--- src/rtl/nbit_div_pkg.sv ---
// Shared types and constants for the restoring divider: FSM state encoding,
// default operand width and iteration-counter width.
package nbit_div_pkg;

    localparam int NBIT_DEFAULT = 10;
    localparam int CNT_W_DEFAULT = $clog2(NBIT_DEFAULT + 1);

    typedef enum logic [1:0] {
        IDLE = 2'd0,
        CALC = 2'd1,
        DONE = 2'd2
    } div_state_t;

    function automatic int cnt_width(input int nbit);
        return $clog2(nbit + 1);
    endfunction

endpackage

--- src/rtl/div_sub_stage.sv ---
// One restoring-division step: trial subtraction of the divisor from the
// shifted partial remainder, keeping the difference only when it does not borrow.
module div_sub_stage #(
    parameter int NBIT = 10
) (
    input  logic [NBIT:0]   rs,
    input  logic [NBIT-1:0] divisor,
    output logic [NBIT:0]   r_next,
    output logic            q_bit
);

    logic [NBIT:0] t;

    // rs < 2*divisor, so the MSB of the NBIT+1-bit difference is an exact borrow.
    assign t      = rs - {1'b0, divisor};
    assign q_bit  = ~t[NBIT];
    assign r_next = t[NBIT] ? rs : t;

endmodule

--- src/rtl/nbit_restoring_divider.sv ---
// Multi-cycle restoring divider, one quotient bit per clock, valid/ready on both sides.
// Optional DIV_SIGNED_EN: two's complement operands with truncation toward zero.
module nbit_restoring_divider
    import nbit_div_pkg::*;
#(
    parameter int NBIT = NBIT_DEFAULT
) (
    input  logic            clk_i,
    input  logic            rst_i,
    input  logic            in_valid_i,
    output logic            in_ready_o,
    input  logic [NBIT-1:0] dividend_i,
    input  logic [NBIT-1:0] divisor_i,
    output logic            out_valid_o,
    input  logic            out_ready_i,
    output logic [NBIT-1:0] quotient_o,
    output logic [NBIT-1:0] remainder_o,
    output logic            div_by_zero_o
);

    localparam int CNT_W = cnt_width(NBIT);

    div_state_t      state;
    logic [CNT_W-1:0] cnt;
    logic [NBIT-1:0] q_reg;
    logic [NBIT:0]   r_reg;
    logic [NBIT-1:0] divisor_reg;
    logic            in_ready_q;
    logic            out_valid_q;
    logic            dbz_q;

    logic [NBIT:0]   rs;
    logic [NBIT:0]   r_next;
    logic            q_bit;
    logic [NBIT-1:0] dividend_mag;
    logic [NBIT-1:0] divisor_mag;
    logic            unused_r_msb;

    assign rs           = {r_reg[NBIT-1:0], q_reg[NBIT-1]};
    assign unused_r_msb = r_reg[NBIT];

    div_sub_stage #(.NBIT(NBIT)) u_sub_stage (
        .rs      (rs),
        .divisor (divisor_reg),
        .r_next  (r_next),
        .q_bit   (q_bit)
    );

`ifdef DIV_SIGNED_EN
    logic neg_q;
    logic neg_r;

    assign dividend_mag = dividend_i[NBIT-1] ? -dividend_i : dividend_i;
    assign divisor_mag  = divisor_i[NBIT-1]  ? -divisor_i  : divisor_i;

    // Divide-by-zero results bypass the sign fix-up: -1 and the raw dividend.
    assign quotient_o  = (neg_q && !dbz_q) ? -q_reg : q_reg;
    assign remainder_o = (neg_r && !dbz_q) ? -r_reg[NBIT-1:0] : r_reg[NBIT-1:0];

    always_ff @(posedge clk_i) begin
        if (rst_i) begin
            neg_q <= 1'b0;
            neg_r <= 1'b0;
        end else if (state == IDLE && in_valid_i && in_ready_q) begin
            neg_q <= dividend_i[NBIT-1] ^ divisor_i[NBIT-1];
            neg_r <= dividend_i[NBIT-1];
        end
    end
`else
    assign dividend_mag = dividend_i;
    assign divisor_mag  = divisor_i;
    assign quotient_o   = q_reg;
    assign remainder_o  = r_reg[NBIT-1:0];
`endif

    assign in_ready_o    = in_ready_q;
    assign out_valid_o   = out_valid_q;
    assign div_by_zero_o = dbz_q;

    always_ff @(posedge clk_i) begin
        if (rst_i) begin
            state       <= IDLE;
            cnt         <= '0;
            q_reg       <= '0;
            r_reg       <= '0;
            divisor_reg <= '0;
            in_ready_q  <= 1'b1;
            out_valid_q <= 1'b0;
            dbz_q       <= 1'b0;
        end else begin
            case (state)
                IDLE: begin
                    if (in_valid_i && in_ready_q) begin
                        divisor_reg <= divisor_mag;
                        cnt         <= '0;
                        in_ready_q  <= 1'b0;
                        if (divisor_i == '0) begin
                            state <= DONE;
                            q_reg <= '1;
                            r_reg <= {1'b0, dividend_i};
                            dbz_q <= 1'b1;
                        end else begin
                            state <= CALC;
                            q_reg <= dividend_mag;
                            r_reg <= '0;
                            dbz_q <= 1'b0;
                        end
                    end
                end
                CALC: begin
                    r_reg <= r_next;
                    q_reg <= {q_reg[NBIT-2:0], q_bit};
                    cnt   <= cnt + 1'b1;
                    if (cnt == CNT_W'(NBIT - 1)) begin
                        state       <= DONE;
                        out_valid_q <= 1'b1;
                    end
                end
                DONE: begin
                    // Divide-by-zero enters DONE with valid low; it rises one edge later.
                    if (!out_valid_q) begin
                        out_valid_q <= 1'b1;
                    end else if (out_ready_i) begin
                        out_valid_q <= 1'b0;
                        in_ready_q  <= 1'b1;
                        state       <= IDLE;
                    end
                end
                default: begin
                    state       <= IDLE;
                    in_ready_q  <= 1'b1;
                    out_valid_q <= 1'b0;
                end
            endcase
        end
    end

endmodule

--- config.mk ---
export PLATFORM = sky130hd
export DESIGN_NAME = nbit_restoring_divider
export DESIGN_NICKNAME = d
export VERILOG_FILES = /design/src/rtl/nbit_div_pkg.sv /design/src/rtl/div_sub_stage.sv /design/src/rtl/nbit_restoring_divider.sv
export SDC_FILE = /design/constraint.sdc
export NUM_CORES = 1
export LEC_CHECK = 0
export ABC_AREA = 1
export BUFFER_PORTS_ARGS = -buffer_cell sky130_fd_sc_hd__buf_2
export CORE_ASPECT_RATIO = 0.6
export CORE_UTILIZATION = 49
export DETAILED_ROUTE_END_ITERATION = 7
export GPL_ROUTABILITY_DRIVEN = 0
export PLACE_DENSITY = 0.68
export SYNTH_ARGS = -nofsm -noshare
export SYNTH_HDL_FRONTEND = slang
export SYNTH_HIERARCHICAL = 1
export SYNTH_SLANG_ARGS = --single-unit
--- constraint.sdc ---
create_clock -name clk_i -period 2.95 [get_ports clk_i]
set_input_delay 0.1475 -clock clk_i [delete_from_list [all_inputs] [get_ports clk_i]]
set_output_delay 0.1475 -clock clk_i [all_outputs]
set_load 0.02 [all_outputs]
After elaboration in Yosys (flattened, before gate mapping)
Cells that the tools add are included.
- output and inout bits: 23
- input bits: 24
- bits in registers: 39
- logic and storage cells: 53
- bitwise operators: 3
- multiplexer cells: 24
- eq/ne operators: 7
- reduce and logical (&&, ||, !) cells: 9
- $add $sub $neg: 2
- operators with widths (kind ; number):
    two-way mux 10 bit ; 5
    case mux 10 bit (2 select lines) ; 2
    subtractor 11 x 10 -> 11 bit ; 1
    logical NOT 10 bit ; 1
    two-way mux 2 bit ; 5
    != test 2 bit (second input constant) ; 4
    case mux 4 bit (2 select lines) ; 1
    AND reduction 4 bit ; 2
    two-way mux 1 bit ; 7
    case mux 1 bit (3 select lines) ; 2
    case mux 2 bit (3 select lines) ; 1
    AND reduction 2 bit ; 3
    adder 4 x 1 -> 4 bit (second input constant) ; 1
    equality test 4 bit (second input constant) ; 1
    two-way mux 4 bit ; 1
    inverter 1 bit ; 3
    equality test 2 x 1 -> 1 bit (second input constant) ; 1
    equality test 2 bit (second input constant) ; 1
    logical NOT 2 bit ; 1
    nonzero test 2 bit ; 1
    logical AND 1 bit ; 1

Longest topological paths before layout
Gate-level depths: netlist of the first run.
- word-level depth: 4
- gate-level depth with buffers: 16

Modules after synthesis
The synthesis of the first run kept the hierarchy.
- modules (own cells, without submodules) (module ; cells an instance ; area each (sq um) ; times used):
    nbit_restoring_divider ; 277 ; 1933.1 ; 1
    div_sub_stage ; 120 ; 651.9 ; 1

Worst setup path after synthesis of the first run
Ideal clock, no wire load.
- path kind: reg2reg
- start point: reg q_reg[9] (netlist: quotient_o[9])
- end point: reg r_reg[1]
- arrival time: 2.536 ns
- cell stages (with the launch flop): 16
- required time: 2.831 ns
- library setup time: 0.119 ns
- setup slack: 0.294 ns
- cells stage by stage: dfxtp_1 -> inv_1 -> ha_1 -> fa_1 -> o21ai_2 -> nand2_2 -> nand2_2 -> nand4_1 -> nand3_1 -> ha_1 -> buf_4 -> inv_1 -> buf_2 -> o21ai_0 -> a21oi_1 -> a21oi_1
- cells in the longest elaborated chain, start to end: 3
- ends and longest elaborated chain (item ; RTL line ; text):
    from (decl) ; nbit_restoring_divider.sv:25 ; logic [NBIT-1:0] q_reg;
    from (signal assigned) ; nbit_restoring_divider.sv:104 ; q_reg <= dividend_mag;
    from (signal assigned) ; nbit_restoring_divider.sv:112 ; q_reg <= {q_reg[NBIT-2:0], q_bit};
    subtractor 11 x 10 -> 11 bit ; div_sub_stage.sv:15 ; assign t = rs - {1'b0, divisor};
    two-way mux 10 bit ; div_sub_stage.sv:17 ; assign r_next = t[NBIT] ? rs : t;
    via r_next[1] ; nbit_restoring_divider.sv:33 ; logic [NBIT:0] r_next;
    case mux 10 bit (2 select lines) ; nbit_restoring_divider.sv:91 ; case (state)
    to (signal assigned) ; nbit_restoring_divider.sv:100 ; r_reg <= {1'b0, dividend_i};
    to (signal assigned) ; nbit_restoring_divider.sv:111 ; r_reg <= r_next;
    to (decl) ; nbit_restoring_divider.sv:26 ; logic [NBIT:0] r_reg;
The timed path passes the listed nets, and every way through them passes these cells.
A chain may end at the register's enable or synchronous reset.

Final worst setup path of the first run
- start point: reg q_reg[9] (netlist: quotient_o[9])
- end point: reg r_reg[0]
- cells in the longest elaborated chain, start to end: 3
- ends and longest elaborated chain (item ; RTL line):
    subtractor 11 x 10 -> 11 bit ; div_sub_stage.sv:15
    two-way mux 10 bit (*) ; div_sub_stage.sv:17
    via r_next[0] ; nbit_restoring_divider.sv:33
    case mux 10 bit (2 select lines) (*) ; nbit_restoring_divider.sv:91
Mark *: on every way through the listed nets, which the timed path passes. The rest lies on a longest branch.

==> results of run 1 <==
==> per-stage QoR <==
step                      instance area, sq um  worst slack [ns]  utilization (%)  hold WS (ns)
after floorplan                           2580             0.294                -         0.290
final                                     2930             0.291             57.6         0.110
after global placement                    2810             0.347             55.2         0.413
after CTS                                 2910             0.182             57.3         0.106
after global routing                      2930            0.0424             57.6         0.109
after detailed placement                  2810             0.210             55.2         0.421
==> timing repair <==
item / 4_1_cts / 5_1_grt
resized for setup: 0 / 2
endpoints found under the setup margin: 0 / 9
buffers inserted: 0 / 1
==> per-layer routing <==
layer,share of wire (%),vias to the layer above
met3,6.3,4
met4,0.69,0
met5,0,-
met1,54,1184
met2,39,73
li1,-,1360
==> worst paths after layout <==
check	startpoint	to	slack, ns	cells past startpoint
setup / recovery	quotient_o[9]$_SDFFE_PP0P_	r_reg[0]$_SDFFE_PP0P_	0.29	15
hold / removal	divisor_i[7]	divisor_reg[7]$_SDFFE_PP0P_	0.11	3
setup reg to reg	quotient_o[9]$_SDFFE_PP0P_	r_reg[0]$_SDFFE_PP0P_	0.29	15
hold reg to reg	divisor_reg[3]$_SDFFE_PP0P_	divisor_reg[3]$_SDFFE_PP0P_	0.48	2
==> tightest hold or removal path, stage by stage <==
cell,delay [ns]
sky130_fd_sc_hd__buf_2,0.10
sky130_fd_sc_hd__nand2_1,0.05
sky130_fd_sc_hd__a21oi_1,0.05
==> logic make-up after synthesis <==
family	synth area share, %
AND/OR/NAND/NOR	30.0
flip-flops	30.2
buffers and inverters	11.8
adder cells (fa/ha/maj)	8.52
XOR/XNOR	0.678
AO/OA/AOI/OAI	18.8
==> power breakdown <==
part | internal, W | switching, W
logic | 0.000955 | 0.00174
clock network | 0.000247 | 0.000193
registers | 0.000710 | 0.000161
total | 0.00191 | 0.00210
==> synthesized netlist by cell type (4+ instances only) <==
library cell / count
sky130_fd_sc_hd__a21oi_1: 50
sky130_fd_sc_hd__dfxtp_1: 39
sky130_fd_sc_hd__buf_2: 11
sky130_fd_sc_hd__nand2_2: 7
sky130_fd_sc_hd__inv_1: 47
sky130_fd_sc_hd__nand3_1: 21
sky130_fd_sc_hd__buf_4: 4
sky130_fd_sc_hd__o21ai_1: 4
sky130_fd_sc_hd__nand4_1: 8
sky130_fd_sc_hd__o21ai_0: 32
sky130_fd_sc_hd__ha_1: 16
sky130_fd_sc_hd__nand2_1: 98
sky130_fd_sc_hd__nor2_1: 32
==> area by class of cell <==
| type | instances | area [sq um] | area share (%) |
|---|---|---|---|
| clock buffers | 5 | 68.8 | 2.35 |
| clock inverters | 2 | 37.5 | 1.28 |
| inverters | 50 | 194 | 6.63 |
| multi-input cells | 289 | 1500 | 51.3 |
| flip-flops and latches | 39 | 781 | 26.7 |
| well taps | 66 | 82.6 | 2.82 |
| repair buffers | 50 | 260 | 8.90 |
==> metrics.txt, run 1 <==
signed area change from the synthesized netlist to the final layout=13.2%; root buf cell=sky130_fd_sc_hd__clkbuf_8; total clock buffers created by CTS=5; clock sink total=39; DRT iter0 DRCs=around 170; type of origin of the critical path=register; power density of the placed cells=about 1400 nW/um^2; die footprint=5580 sq um; Starting Density=50.9%; maximum fanout along the worst path=13; total number of nets in the final design=476; DRT Pass-1 Iters=4; number of antenna violations at the first check in global routing=0; number of enable-type register cells in the synthesized netlist=0; via count of the first global-routing pass=about 2.3k; total negative setup slack=0 ns; share of post-route cells with drive strength above 1=17.9%; post-placement cell count=slightly below 500; most area-consuming cells after synthesis=sky130_fd_sc_hd__dfxtp_1, sky130_fd_sc_hd__nand2_1, sky130_fd_sc_hd__a21oi_1; filler cell count=between 500 and 600; largest net degree at the start of global routing=29; met3 layer usage reported by global route=between 5 and 6%; total global routing overflow=0; dominant delay contributor by cell family on the critical path=adder cells; total number of vias=2621; reported leakage power=about 1.4 nW; total buffers and inverters traversed by the critical path=3; overall global routing resource usage=between 20% and 30%; required time of the critical path=3.17 ns; number of distinct library cells after synthesis=33; run status=completed; setup skew after layout=0.0112 ns; final slew viol count=0; post-synthesis net count=438; total count of hold-check failures in the final report=0; Cells after Synth=approximately 400; minimum period implied by the final worst setup slack=about 2.7 ns; count of inserted antenna diode cells=0; met2 usage=between 30% and 40%; deepest clock path buffer count=2; total wirelength of the detailed-routed design=between 6000 and 7000 um; Overall Power=0.00401 W; unrepaired setup endpoints after global routing=no; most common cell after layout, fill and taps aside=sky130_fd_sc_hd__nand2_1; Post-Synthesis Cell Area=2580 sq um; average cell area after synthesis=about 6.5 sq um; largest vdd supply drop=0.000554 V; clock-pin slew of the registers on the worst-case setup and hold paths=~0.080 ns; maximum clock frequency=roughly 0.38 GHz; number of port buffers=46; # Max-Cap Violations=0; source-to-sink clock delay at the later pin of the worst-skew pair=0.30 ns; post-detail-place hpwl=between 5000 and 6000 um; standard-cell rows=20; transition time at the pin with the least slew margin=~0.56 ns; Worst slew margin=about 63%; CTS tree=built; classification of the worst-slack hold path=in -> reg; number of remaining DRC errors=0; die extent in x=95.8 um; worst-path cell chain=inv_1 -> ha_1 -> fa_1 -> o21ai_2 -> nand2_2 -> nand2_2 -> nand4_1 -> nand3_1 -> ha_2 -> clkinvlp_4 -> buf_4 -> nand2_1 -> o21ai_1 -> a21oi_1 -> a21oi_1; H-Tree Level Count=2; yosys warns=6; global routing met1 resource utilization=between 40% and 50%; ANT nets after route=0; total of flip-flops plus latches after synthesis=39; via density per instance=5.23; final routed wire length divided by cell count=~13 um; critical path class=reg -> reg; filler-free cell count of the finished design=between 500 and 600; peak-usage layer in the global routing report=met1; IO Pins=47; share of flip-flops with an asynchronous set or reset after synthesis=0%; worst endpoint data arrival time=roughly 2.9 ns; sequential-to-total area share from yosys stat=a little under a third; CP max stage delay=approximately 0.43 ns; commonest non-fill, non-tap cells in the layout=sky130_fd_sc_hd__nand2_1, sky130_fd_sc_hd__a21oi_1, sky130_fd_sc_hd__inv_1, sky130_fd_sc_hd__buf_2, sky130_fd_sc_hd__dfxtp_1; share of the clock period used by the worst path after layout=between 90% and 100%; Setup-failing EPs final=0; wire length of the first global-routing pass=roughly 11000 um; most area-hungry cell type in the Yosys netlist=sky130_fd_sc_hd__dfxtp_1; Synth top area share=30.2%; hold bufs inserted after CTS=0; Setup crit end kind=register; Core Area=5080 sq um; slowest stage cell on the critical path=sky130_fd_sc_hd__fa_1; primary flip-flop cell chosen by synthesis mapping=sky130_fd_sc_hd__dfxtp_1; die outline height=58.3 um
Note: power is estimated with default switching activity, not from simulation.
==> run 2: changes to the inputs <==
--- a/config.mk
+++ b/config.mk
@@ -8,10 +8,11 @@
 export ABC_AREA = 1
 export BUFFER_PORTS_ARGS = -buffer_cell sky130_fd_sc_hd__buf_2
 export CORE_ASPECT_RATIO = 0.6
-export CORE_UTILIZATION = 49
+export CORE_UTILIZATION = 36
 export DETAILED_ROUTE_END_ITERATION = 7
 export GPL_ROUTABILITY_DRIVEN = 0
-export PLACE_DENSITY = 0.68
+export PLACE_DENSITY = 0.52
+export SETUP_SLACK_MARGIN = 0.05
 export SYNTH_ARGS = -nofsm -noshare
 export SYNTH_HDL_FRONTEND = slang
 export SYNTH_HIERARCHICAL = 1
==> run 2 against run 1 <==
The run now ends with DRC left. Core utilization is 13 points lower. Via count is 0.92% lower. Register-to-register slack better by 0.08 ns. Clock power rose by 41%. Cell count is 4.2% higher. Clock skew shrank 0.0062 ns. Combinational power up 3%. Fmax rose by 2.9%. Non-clock buffer count shrank 2. Setup slack better by 0.076 ns. Die area is 35% higher. Critical path type unchanged.
==> metrics.txt, run 2 (synthesized netlist as in run 1, its figures left out) <==
run status=complete, but fails checks (was completed); violated checks=DRC; commonest non-fill, non-tap cells in the layout=sky130_fd_sc_hd__nand2_1, sky130_fd_sc_hd__a21oi_1, sky130_fd_sc_hd__inv_1, sky130_fd_sc_hd__buf_2, sky130_fd_sc_hd__dfxtp_1 (unchanged); Hold Startpoint=divisor_i[5] (was divisor_i[7]); classification of the worst-slack hold path=in -> reg (unchanged); maximum clock frequency=0.387 GHz (was 0.376 GHz); fin area=3020 sq um (was 2930 sq um); number of antenna violations at the first check in global routing=0 (unchanged); total number of vias=2597 (was 2621); worst r2r src=quotient_o[9]$_SDFFE_PP0P_ (unchanged); total global routing overflow=0 (unchanged); final routed wire length divided by cell count=13.7 um (was 13.4 um); slowest stage cell on the critical path=sky130_fd_sc_hd__fa_1 (unchanged); wire length of the first global-routing pass=11600 um (was 11000 um); source-to-sink clock delay at the later pin of the worst-skew pair=0.28 ns (was 0.30 ns); Critical Path Source=quotient_o[9]$_SDFFE_PP0P_ (unchanged); peak-usage layer in the global routing report=met1 (unchanged); DRT Pass-1 Iters=7 (was 4); required time of the critical path=3.11 ns (was 3.17 ns); largest vdd supply drop=0.000327 V (was 0.000554 V); minimum period implied by the final worst setup slack=2.58 ns (was 2.66 ns); worst-path cell chain=inv_1 -> ha_1 -> fa_1 -> o21ai_2 -> nand2_2 -> nand2_2 -> nand4_1 -> nand3_1 -> ha_4 -> clkinvlp_4 -> nand2_1 -> nand2_1 -> a21oi_1 -> a21oi_1 (was inv_1 -> ha_1 -> fa_1 -> o21ai_2 -> nand2_2 -> nand2_2 -> nand4_1 -> nand3_1 -> ha_2 -> clkinvlp_4 -> buf_4 -> nand2_1 -> o21ai_1 -> a21oi_1 -> a21oi_1); via count of the first global-routing pass=2253 (was 2252); largest net degree at the start of global routing=34 (was 29); DRT iter0 DRCs=216 (was 166); final slew viol count=0 (unchanged); die extent in x=111 um (was 95.8 um); # Max-Cap Violations=0 (unchanged); signed area change from the synthesized netlist to the final layout=16.7% (was 13.2%); standard-cell rows=23 (was 20); multi-input logic area=1510 sq um (was 1500 sq um); share of the clock period used by the worst path after layout=87.5% (was 90.1%); critical path class=reg -> reg (unchanged); overall global routing resource usage=19.8% (was 25.9%); most common cell after layout, fill and taps aside=sky130_fd_sc_hd__nand2_1 (unchanged); Gates resized, CTS repair=0 (unchanged); Starting Density=38.1% (was 50.9%); total wirelength of the detailed-routed design=7130 um (was 6700 um); clock sink total=39 (unchanged); transition time at the pin with the least slew margin=0.564 ns (was 0.556 ns); filler cell count=747 (was 538); number of remaining DRC errors=8 (was 0); Worst slew margin=62.3% (was 62.9%); reported leakage power=1.44 nW (was 1.41 nW); power density of the placed cells=1420 nW/um^2 (was 1370 nW/um^2); Seq. cell area=781 sq um (unchanged); total count of hold-check failures in the final report=0 (unchanged); worst endpoint data arrival time=2.75 ns (was 2.88 ns); setup skew after layout=0.00501 ns (was 0.0112 ns); unrepaired setup endpoints after global routing=no (unchanged); post-detail-place hpwl=5370 um (was 5010 um); IO Pins=47 (unchanged); Setup crit end kind=register (unchanged); deepest clock path buffer count=2 (unchanged); Post-CTS Setup Bufs=0 (unchanged); CP max stage delay=0.42 ns (was 0.43 ns); total clock buffers created by CTS=5 (unchanged); total number of nets in the final design=475 (was 476); clock-pin slew of the registers on the worst-case setup and hold paths=0.06 ns (was 0.08 ns); via density per instance=4.98 (was 5.23); final core occ=44.4% (was 57.6%); type of origin of the critical path=register (unchanged); root buf cell=sky130_fd_sc_hd__clkbuf_16 (was sky130_fd_sc_hd__clkbuf_8); global routing met1 resource utilization=31.3% (was 40.5%); met2 usage=26.6% (was 35.4%); share of post-route cells with drive strength above 1=17.9% (unchanged); Core Area=6790 sq um (was 5080 sq um); number of port buffers=46 (unchanged); ANT nets after route=0 (unchanged); die outline height=67.6 um (was 58.3 um); placed cell area=2820 sq um (was 2810 sq um); count of inserted antenna diode cells=0 (unchanged); Setup-failing EPs final=0 (unchanged); CTS tree=built (unchanged); met3 layer usage reported by global route=4.49% (was 5.51%); maximum fanout along the worst path=10 (was 13); hold bufs inserted after CTS=0 (unchanged); die footprint=7530 sq um (was 5580 sq um); total negative setup slack=0 ns (unchanged); H-Tree Level Count=2 (unchanged)
## run 2: layout make-up
type / count / share of cell area (%)
clock buffer: 5 / 4.15
clock inverter: 3 / 1.45
inverter: 50 / 6.43
multi-input combinational: 289 / 50.1
sequential: 39 / 25.9
tap: 87 / 3.61
timing repair buffer: 48 / 8.13
timing repair inverter: 1 / 0.249
## run 2: stage by stage
stage	setup WS, ns	hold slack (ns)	power, W	std cells
after floorplan	0.294	0.290	0.00298	397
after global placement	0.319	0.417	0.00349	513
after detailed placement	0.216	0.420	0.00348	513
after CTS	0.207	0.120	0.00413	521
after global routing	0.0823	0.144	0.00472	522
final	0.367	0.124	0.00428	522
## run 2: critical path: cells and delay by family (launching register included)
family	cells	cell delay, ns
buf+inv	2	0.24
fa+ha+maj	3	0.88
simple gates	6	0.50
flops	1	0.36
compound gates	3	0.47
## run 2: worst paths after layout
check	slack [ns]	cells past startpoint	to
max	0.37	14	r_reg[6]$_SDFFE_PP0P_
min	0.12	3	divisor_reg[5]$_SDFFE_PP0P_
max reg2reg	0.37	14	r_reg[6]$_SDFFE_PP0P_
min reg2reg	0.46	2	divisor_reg[8]$_SDFFE_PP0P_
## run 2: per-layer routing
layer  vias up  part of all wire (%)
met5         -                     0
met4         0                  0.38
met3         6                   6.4
met2        78                    37
met1      1145                    57
li1       1368                     -
## run 2: report_power, final
| group | internal, W | total [W] | switching, W |
|---|---|---|---|
| Combinational | 0.000968 | 0.00278 | 0.00181 |
| Clock | 0.000399 | 0.000619 | 0.000220 |
| Sequential | 0.000711 | 0.000878 | 0.000167 |
| Total | 0.00208 | 0.00428 | 0.00220 |
